## src/rtl/seq_div_pkg.sv

```systemverilog
// seq_div_pkg: shared state encoding, default width and counter sizing for seq_div
package seq_div_pkg;
  typedef enum logic [1:0] {IDLE, CALC, DONE} state_e;
  localparam int DIV_WIDTH_DEFAULT = 32;
  function automatic int clog2(input int w);
    int r;
    r = 0;
    for (int i = 0; i < 32; i++) if ((1 << i) < w) r = i + 1;
    return r;
  endfunction
endpackage

```

## src/rtl/seq_div_step.sv

```systemverilog
// div_step: one restoring-division iteration using a carry-chain trial subtract
module div_step #(
  parameter int WIDTH = 32
) (
  input  logic [WIDTH-1:0] rem_i,
  input  logic [WIDTH-1:0] quo_i,
  input  logic [WIDTH-1:0] div_i,
  output logic [WIDTH-1:0] rem_o,
  output logic [WIDTH-1:1] quo_o,
  output logic             ok_o
);
  logic [WIDTH:0]   sh;
  logic [WIDTH+1:0] sum;
  assign sh    = {rem_i, quo_i[WIDTH-1]};
  assign sum   = {1'b0, sh} + {1'b0, ~{1'b0, div_i}} + (WIDTH+2)'(1);
  assign ok_o  = sum[WIDTH+1];
  assign rem_o = WIDTH'(ok_o ? sum : {1'b0, sh});
  assign quo_o = quo_i[WIDTH-2:0];
endmodule

```

## src/rtl/seq_div.sv

```systemverilog
// seq_div: iterative restoring divider with valid/ready handshakes; SEQ_DIV_SIGNED_EN adds signed mode
module seq_div
  import seq_div_pkg::*;
#(
  parameter int WIDTH = DIV_WIDTH_DEFAULT
) (
  input  logic             i_Clk,
  input  logic             i_Rst_n,
  input  logic             i_Valid,
  output logic             o_Ready,
  input  logic [WIDTH-1:0] i_Dividend,
  input  logic [WIDTH-1:0] i_Divisor,
  output logic             o_Valid,
  input  logic             i_Ready,
  output logic [WIDTH-1:0] o_Quotient,
  output logic [WIDTH-1:0] o_Remainder,
  output logic             o_DivZero
`ifdef SEQ_DIV_SIGNED_EN
  ,
  input  logic             i_Signed
`endif
);
  localparam int CW = clog2(WIDTH);
  state_e           state_q, state_d;
  logic [CW-1:0]    cnt_q, cnt_d;
  logic [WIDTH-1:0] rem_q, rem_d, quo_q, quo_d, div_q, div_d;
  logic [WIDTH-1:0] q_out_q, q_out_d, r_out_q, r_out_d;
  logic             dz_q, dz_d, nq_q, nq_d, nr_q, nr_d;
  logic             sgn, step_ok;
  logic [WIDTH-1:0] mag_a, mag_b, step_rem;
  logic [WIDTH-1:1] step_quo;
`ifdef SEQ_DIV_SIGNED_EN
  assign sgn = i_Signed;
`else
  assign sgn = 1'b0;
`endif
  assign mag_a       = sgn & i_Dividend[WIDTH-1] ? -i_Dividend : i_Dividend;
  assign mag_b       = sgn & i_Divisor[WIDTH-1] ? -i_Divisor : i_Divisor;
  assign o_Ready     = state_q == IDLE;
  assign o_Valid     = state_q == DONE;
  assign o_Quotient  = q_out_q;
  assign o_Remainder = r_out_q;
  assign o_DivZero   = dz_q;
  div_step #(.WIDTH(WIDTH)) u_step (
    .rem_i(rem_q),
    .quo_i(quo_q),
    .div_i(div_q),
    .rem_o(step_rem),
    .quo_o(step_quo),
    .ok_o (step_ok)
  );
  // next state: latch operands on accept, iterate in CALC, apply sign fix-up on DONE entry
  always_comb begin
    state_d = state_q;
    cnt_d   = cnt_q;
    rem_d   = rem_q;
    quo_d   = quo_q;
    div_d   = div_q;
    q_out_d = q_out_q;
    r_out_d = r_out_q;
    dz_d    = dz_q;
    nq_d    = nq_q;
    nr_d    = nr_q;
    case (state_q)
      IDLE: if (i_Valid) begin
        dz_d = i_Divisor == '0;
        if (dz_d) begin
          state_d = DONE;
          q_out_d = '1;
          r_out_d = i_Dividend;
        end else begin
          state_d = CALC;
          rem_d   = '0;
          quo_d   = mag_a;
          div_d   = mag_b;
          cnt_d   = CW'(WIDTH - 1);
          nq_d    = sgn & (i_Dividend[WIDTH-1] ^ i_Divisor[WIDTH-1]);
          nr_d    = sgn & i_Dividend[WIDTH-1];
        end
      end
      CALC: begin
        rem_d = step_rem;
        quo_d = {step_quo, step_ok};
        cnt_d = cnt_q - CW'(1);
        if (cnt_q == '0) begin
          state_d = DONE;
          cnt_d   = '0;
          q_out_d = nq_q ? -quo_d : quo_d;
          r_out_d = nr_q ? -rem_d : rem_d;
        end
      end
      DONE: state_d = i_Ready ? IDLE : DONE;
      default: state_d = IDLE;
    endcase
  end
  // state and datapath registers with synchronous active-low reset
  always_ff @(posedge i_Clk) begin
    if (!i_Rst_n) begin
      state_q <= IDLE;
      cnt_q   <= '0;
      rem_q   <= '0;
      quo_q   <= '0;
      div_q   <= '0;
      q_out_q <= '0;
      r_out_q <= '0;
      dz_q    <= 1'b0;
      nq_q    <= 1'b0;
      nr_q    <= 1'b0;
    end else begin
      state_q <= state_d;
      cnt_q   <= cnt_d;
      rem_q   <= rem_d;
      quo_q   <= quo_d;
      div_q   <= div_d;
      q_out_q <= q_out_d;
      r_out_q <= r_out_d;
      dz_q    <= dz_d;
      nq_q    <= nq_d;
      nr_q    <= nr_d;
    end
  end
endmodule

```

## config.mk

```make
export PLATFORM = sky130hd
export DESIGN_NAME = seq_div
export DESIGN_NICKNAME = d
export VERILOG_FILES = /design/src/rtl/seq_div_pkg.sv /design/src/rtl/seq_div_step.sv /design/src/rtl/seq_div.sv
export SDC_FILE = /design/constraint.sdc
export NUM_CORES = 1
export LEC_CHECK = 0
export CAP_MARGIN = 25
export CORE_ASPECT_RATIO = 1.1
export CORE_UTILIZATION = 30
export CTS_BUF_LIST = sky130_fd_sc_hd__clkbuf_8
export CTS_CLUSTER_SIZE = 20
export DETAILED_ROUTE_END_ITERATION = 8
export PLACE_DENSITY = 0.5
export SLEW_MARGIN = 20
export SYNTH_ARGS = -nofsm -noshare
export SYNTH_HDL_FRONTEND = slang
export SYNTH_SLANG_ARGS = --single-unit
```

## constraint.sdc

```tcl
create_clock -name i_Clk -period 3.5 [get_ports i_Clk]
set_clock_uncertainty 0.05 [all_clocks]
set_input_delay 0.35 -clock i_Clk [delete_from_list [all_inputs] [get_ports i_Clk]]
set_output_delay 0.35 -clock i_Clk [all_outputs]
set_load 0.03 [all_outputs]
```

==> results of run 1 <==
critical path: cells and delay by family (launching register included):
family	cells	cell delay, ps
and+or+nand+nor	7	2450
DFF	1	370
buffers and inverters	1	230
AOI/OAI and AO/OA	1	90
Yosys cell counts, drive strengths merged, types with 2 or more instances:
master,number,share of area (%)
a21boi,3,0.23
nand4,7,0.44
a2111oi,3,0.27
and3,17,1.1
or3,14,0.89
nand3,19,0.96
clkbuf,74,2.8
o211a,4,0.41
a31oi,10,0.63
nor4,18,1.1
o221a,2,0.23
dfxtp,195,40
o2111ai,2,0.18
o21ai,111,5.6
ha,34,4.3
a21oi,167,8.5
a211oi,23,1.8
nand2,128,4.9
o211ai,13,0.99
o31ai,8,0.61
or4,5,0.46
a21o,14,1.1
mux2i,21,2.1
a22oi,16,1.2
xor2,18,1.6
nor3,91,4.7
nand2b,3,0.19
o21bai,6,0.46
a211o,3,0.27
and2,5,0.32
a221oi,2,0.18
buf,16,0.95
a311oi,5,0.44
o21a,2,0.15
or2,2,0.13
inv,46,1.8
nor2,106,4.1
xnor2,33,2.9
nand3b,2,0.15
metal layers:
layer | global-route usage (%) | share of wire [%]
met1 | 27.5 | 52
met2 | 27.5 | 42
met3 | 2.81 | 4.2
met4 | 5.69 | 1.9
met5 | 0 | 0
logic make-up (layout without fill, tap and decap cells):
| kind of cell | count (synthesis) | count (layout) |
|---|---|---|
| simple gates | 422 | 422 |
| buf+inv | 136 | 269 |
| fa+ha+maj | 35 | 35 |
| flops | 195 | 195 |
| compound gates | 401 | 401 |
| xor+xnor | 51 | 51 |
| mux | 21 | 21 |
sequential cells by signal, summed over array words and instances, names as in the netlist:
signal and flops:
o_Quotient 32, o_DivZero 1, div_q 32, o_Remainder 32, rem_q 32, cnt_q 32, quo_q 32, state_q 2
how the worst max path moves through the flow:
| stage | slack [ps] | cells past startpoint | endpoint | from |
|---|---|---|---|---|
| 6_report | 200 | 9 | o_Remainder[25] | cnt_q[7] |
| 2_1_floorplan | 300 | 12 | o_Remainder[28] | cnt_q[7] |
| 4_1_cts | 40 | 13 | rem_q[9] | div_q[4] |
| 5_1_grt | 2 | 13 | o_Remainder[16] | div_q[4] |
| 3_3_place_gp | -130 | 10 | o_Remainder[25] | i_Divisor[0] |
| 3_5_place_dp | -120 | 10 | o_Remainder[25] | i_Divisor[0] |
report_power, final:
part	switching (mW)	total, mW	internal [mW]
clock network	0.925	1.47	0.548
logic	3.63	6.17	2.54
registers	0.297	2.85	2.55
layout make-up:
| cell class | count | area, um2 | share of cell area [%] |
|---|---|---|---|
| multi-input combinational | 930 | 5450 | 44.2 |
| sequential | 195 | 3900 | 31.7 |
| timing repair buffer | 191 | 1880 | 15.3 |
| tap | 426 | 533 | 4.32 |
| clock buffer | 18 | 248 | 2.01 |
| inverter | 46 | 175 | 1.42 |
| clock inverter | 14 | 139 | 1.13 |
repair_timing:
item,in CTS,in global routing
hold buffers,0,0
setup endpoints to repair,0,43
resized for setup,0,8
==> qor.txt, run 1 <==
HPWL Detailed - 22900 um
Synthesized instance count - 1261
Endpoint, Worst Hold - div_q[31]
DRC marker count from the first detailed-route iteration - 625
Placer congestion estimate - 0.862
Root buffer cell - clkbuf_8
Tightest Pin Transition - 865 ps
Via count - 9336
Startpoint types - flip-flop
RSZ-0062 raised after global routing - no
Reg clk slew, reported paths - 110 ps
Post-DP Area - 11900 um2
WHS Path Cells - 3
Most used DFF post-synth - dfxtp_1
Final Util - 38.2%
Final Hold Viols - 0
Worst IR drop on VDD - 0.622 mV
Worst Reg-to-Reg Cells - 9
Tot Pwr - 10.5 mW
Hold path start - i_Divisor[31]
Layout cells sized above 1 - 7.82%
Setup ws final - 197 ps
Synth Cell Area - 9860 um2
Wire length per cell - 16.9 um
Die Y - 192 um
Crit Path Max Fanout - 30
Max incr delay on CP - 570 ps
Setup Fix Bufs, Post-CTS - 0
# setup viols final - 0
Die area - 33600 um2
Yosys cell types - 61
Crit path time final - 3300 ps
Worst Path Arrival - 3610 ps
Drt via density - 5.13
Core ar. - 32300 um2
Gr usage total - 18.6%
DRT Pass-1 Iters - 5
Leakage - 4.74 nW
CP Capture Type - flip-flop
Final wirelength - 30700 um
Htree depth - 4
Worst Hold Class - in2reg
Initial antenna violation count - 0
Antenna cell count - 0
Clk buf depth - 2
Grt ovf - 0
Wire length of the first global-routing pass - 49600 um
Cell mode on critical path - or4_4
Slew headroom - 42.2%
Min Hold Slack - 379 ps
Largest family of logic cells by synthesized area - compound AO/OA/AOI/OAI gates
# rows - 69
Finished Cell Area - 12300 um2
Area growth syn-to-layout - 25.1%
Final period util - 94.4%
ANT nets after route - 0
R2r setup slk - 200 ps
Worst R2R End - o_Remainder[25]
Commonest non-fill, non-tap cell in the layout - dfxtp_1
Syn nets - 1364
CP max-delay cell - or4_4
Clock sink count - 195
Mux contribution to synthesized area - 2.13%
Buffers on Ports - 134
Simple-gate share of the synthesized area - 19.9%
Post-synthesis compound-gate area fraction - 23.8%
Worst-path cell chain - or4_4, or4_4, or4_1, and4b_1, and2_2, nor2_2, buf_4, nor3_1, a2111oi_0
# Max-Cap Violations - 0
Final Net Count - 1484
Adder-cell area share of the yosys netlist - 4.52%
Fmax - 303 MHz
Setup CP Type - reg2reg
YS warnings - 0
Die width - 175 um
Top-level I/O count - 135
Sequential area share after synthesis - 39.6%
Placed insts - 1788
Clk_lat worst skew - 480 ps
Yosys reg bits - 195
FF-to-FF Start - cnt_q[7]
Fill count - 3409
Critical path required time - 3800 ps
Drt drc - 0
DP Worst Slack - -120 ps
Status - finished, final reports clean
Largest net degree at the start of global routing - 51
Final Non-Filler Cells - 1820
Syn Area/Cell - 7.82 um2
Async set-reset flop share out of synthesis - 0%
Commonest non-fill, non-tap cells in the layout - 195 x dfxtp_1, 167 x a21oi_1, 134 x clkdlybuf4s50_1
Pwr Density - 851 nW/um2
Inserted Clock Buffers - 17
Pins Over Slew Limit - 0
Post-synth EDFFs - 0
TritonCTS clock tree - built
Vias in the first global route - 8910
Xor-xnor portion of the synthesized cell area - 4.53%
Initial Util - 30.5%
Total Neg Setup Slack - 0 ps
Note: power is estimated with default switching activity, not from simulation.
==> inputs of run 2 (changes only) <==
--- a/config.mk
+++ b/config.mk
@@ -12,6 +12,7 @@
 export CTS_CLUSTER_SIZE = 20
 export DETAILED_ROUTE_END_ITERATION = 8
 export PLACE_DENSITY = 0.5
+export REMOVE_ABC_BUFFERS = 1
 export SLEW_MARGIN = 20
 export SYNTH_ARGS = -nofsm -noshare
 export SYNTH_HDL_FRONTEND = slang
==> qor.txt, run 2 (synthesis gave the netlist of run 1 again) <==
Status - finished, final reports clean
Largest net degree at the start of global routing - 93
Initial Util - 30.5%
Commonest non-fill, non-tap cell in the layout - dfxtp_1
Worst-path cell chain - or4_4, or4_4, or4_1, and4b_1, and2_1, buf_4, buf_4, nor3_1, nor3_1
Clock sink count - 195
Layout cells sized above 1 - 8.02%
HPWL Detailed - 22100 um
Leakage - 4.79 nW
Reg area - 3900 um2
Crit Path Max Fanout - 27
Htree depth - 4
Setup ws final - 251 ps
Drt via density - 5.15
Commonest non-fill, non-tap cells in the layout - 195 x dfxtp_1, 166 x a21oi_1, 134 x clkdlybuf4s50_1
Crit path time final - 3250 ps
Final wirelength - 30500 um
ANT nets after route - 0
Cell type group with the largest total delay on the critical path - simple AND/OR/NAND/NOR gates
Root buffer cell - clkbuf_8
CP Capture Type - flip-flop
Reg clk slew, reported paths - 110 ps
Core ar. - 32300 um2
Max incr delay on CP - 540 ps
Gr usage total - 18.4%
Tightest Pin Transition - 633 ps
Worst IR drop on VDD - 0.517 mV
Clk buf depth - 2
Critical path required time - 3860 ps
Via count - 9381
Slew headroom - 57.7%
DP Worst Slack - 210 ps
Worst Path Arrival - 3610 ps
Die width - 175 um
Setup CP Type - reg2reg
Placer congestion estimate - 0.852
Wire length per cell - 16.7 um
Pwr Density - 863 nW/um2
Multi-input logic area - 5450 um2
Initial antenna violation count - 0
Final Net Count - 1488
Top-level I/O count - 135
# Max-Cap Violations - 0
Fill count - 3374
Wire length of the first global-routing pass - 49000 um
Clk_lat worst skew - 490 ps
Tot Pwr - 10.7 mW
# rows - 69
# setup viols final - 0
Final period util - 92.8%
Inserted Clock Buffers - 17
Area growth syn-to-layout - 25.8%
Final Hold Viols - 0
Pins Over Slew Limit - 0
RSZ-0062 raised after global routing - no
Buffers on Ports - 134
Buffers & Inverters on Critical Path - 2
Drt drc - 0
Startpoint types - flip-flop
CP max-delay cell - or4_4
Antenna cell count - 0
Setup Fix Bufs, Post-CTS - 0
DRT Pass-1 Iters - 6
Die Y - 192 um
Worst Hold Class - in2reg
TritonCTS clock tree - built
Grt ovf - 0
DRC marker count from the first detailed-route iteration - 605
Fmax - 308 MHz
Vias in the first global route - 8849
Die area - 33600 um2
==> run 2: cell count changes in the layout (fill, tap and decap cells not counted), moves of 2 or more <==
cell        before  now
o21ai_0        106  110
o21ai_1          5    1
buf_4           48   51
bufinv_16        0    2
clkinv_4         1    3
clkinvlp_4       2    0
==> run 2: layout make-up <==
type / instances / area share (%)
clock buffer: 18 / 2.00
clock inverter: 13 / 1.33
inverter: 46 / 1.41
multi-input combinational: 930 / 44.0
sequential: 195 / 31.5
tap: 426 / 4.30
timing repair buffer: 195 / 15.5
==> run 2: metrics by stage <==
stage,hold WS [ps],TNS [ps],instance area [um2],cells,util [%]
3_5_place_dp,404,0,12000,1792,37.1
6_report,387,0,12400,1823,38.4
4_1_cts,343,0,12400,1823,38.4
3_3_place_gp,405,0,12000,1792,37.1
5_1_grt,377,0,12400,1823,38.4
2_1_floorplan,386,-164310,9490,1171,-
==> run 2: worst reg2reg max path, cell delays in order, from the launching register on <==
cell and delay, ps:
dfxtp_1 350, or4_4 540, or4_4 440, or4_1 530, and4b_1 300, and2_1 210, buf_4 180, buf_4 310
nor3_1 110, nor3_1 150
==> run 2: final timing paths <==
kind / from / endpoint / slack [ps] / cells past startpoint
worst max register to register: cnt_q[8] / o_Quotient[14] / 250 / 9
worst min register to register: cnt_q[3] / cnt_q[3] / 420 / 2
worst max-delay path: cnt_q[8] / o_Quotient[14] / 250 / 9
worst min-delay path: i_Dividend[28] / quo_q[28] / 390 / 3
==> run 2: power breakdown <==
| group | total [mW] | switching, mW | leakage [nW] | internal (mW) |
|---|---|---|---|---|
| combinational | 6.29 | 3.60 | 2.99 | 2.68 |
| clock | 1.58 | 0.902 | 0.211 | 0.677 |
| sequential | 2.83 | 0.285 | 1.59 | 2.55 |
| total | 10.7 | 4.79 | 4.79 | 5.91 |
==> run 2: repair_timing <==
action / 4_1_cts / 5_1_grt
gates resized for setup: 0 / 4
setup endpoints to repair: 0 / 4
hold buffers: 0 / 0
==> run 2: routing by layer <==
metal	vias to the layer above	part of all wire (%)	routed length [um]	global-route usage, %
li1	4741	-	-	-
met1	4435	50	15100	25.5
met2	182	46	14000	29.7
met3	23	3.1	947	2.47
met4	0	1.4	421	5.15
met5	-	0	0	0
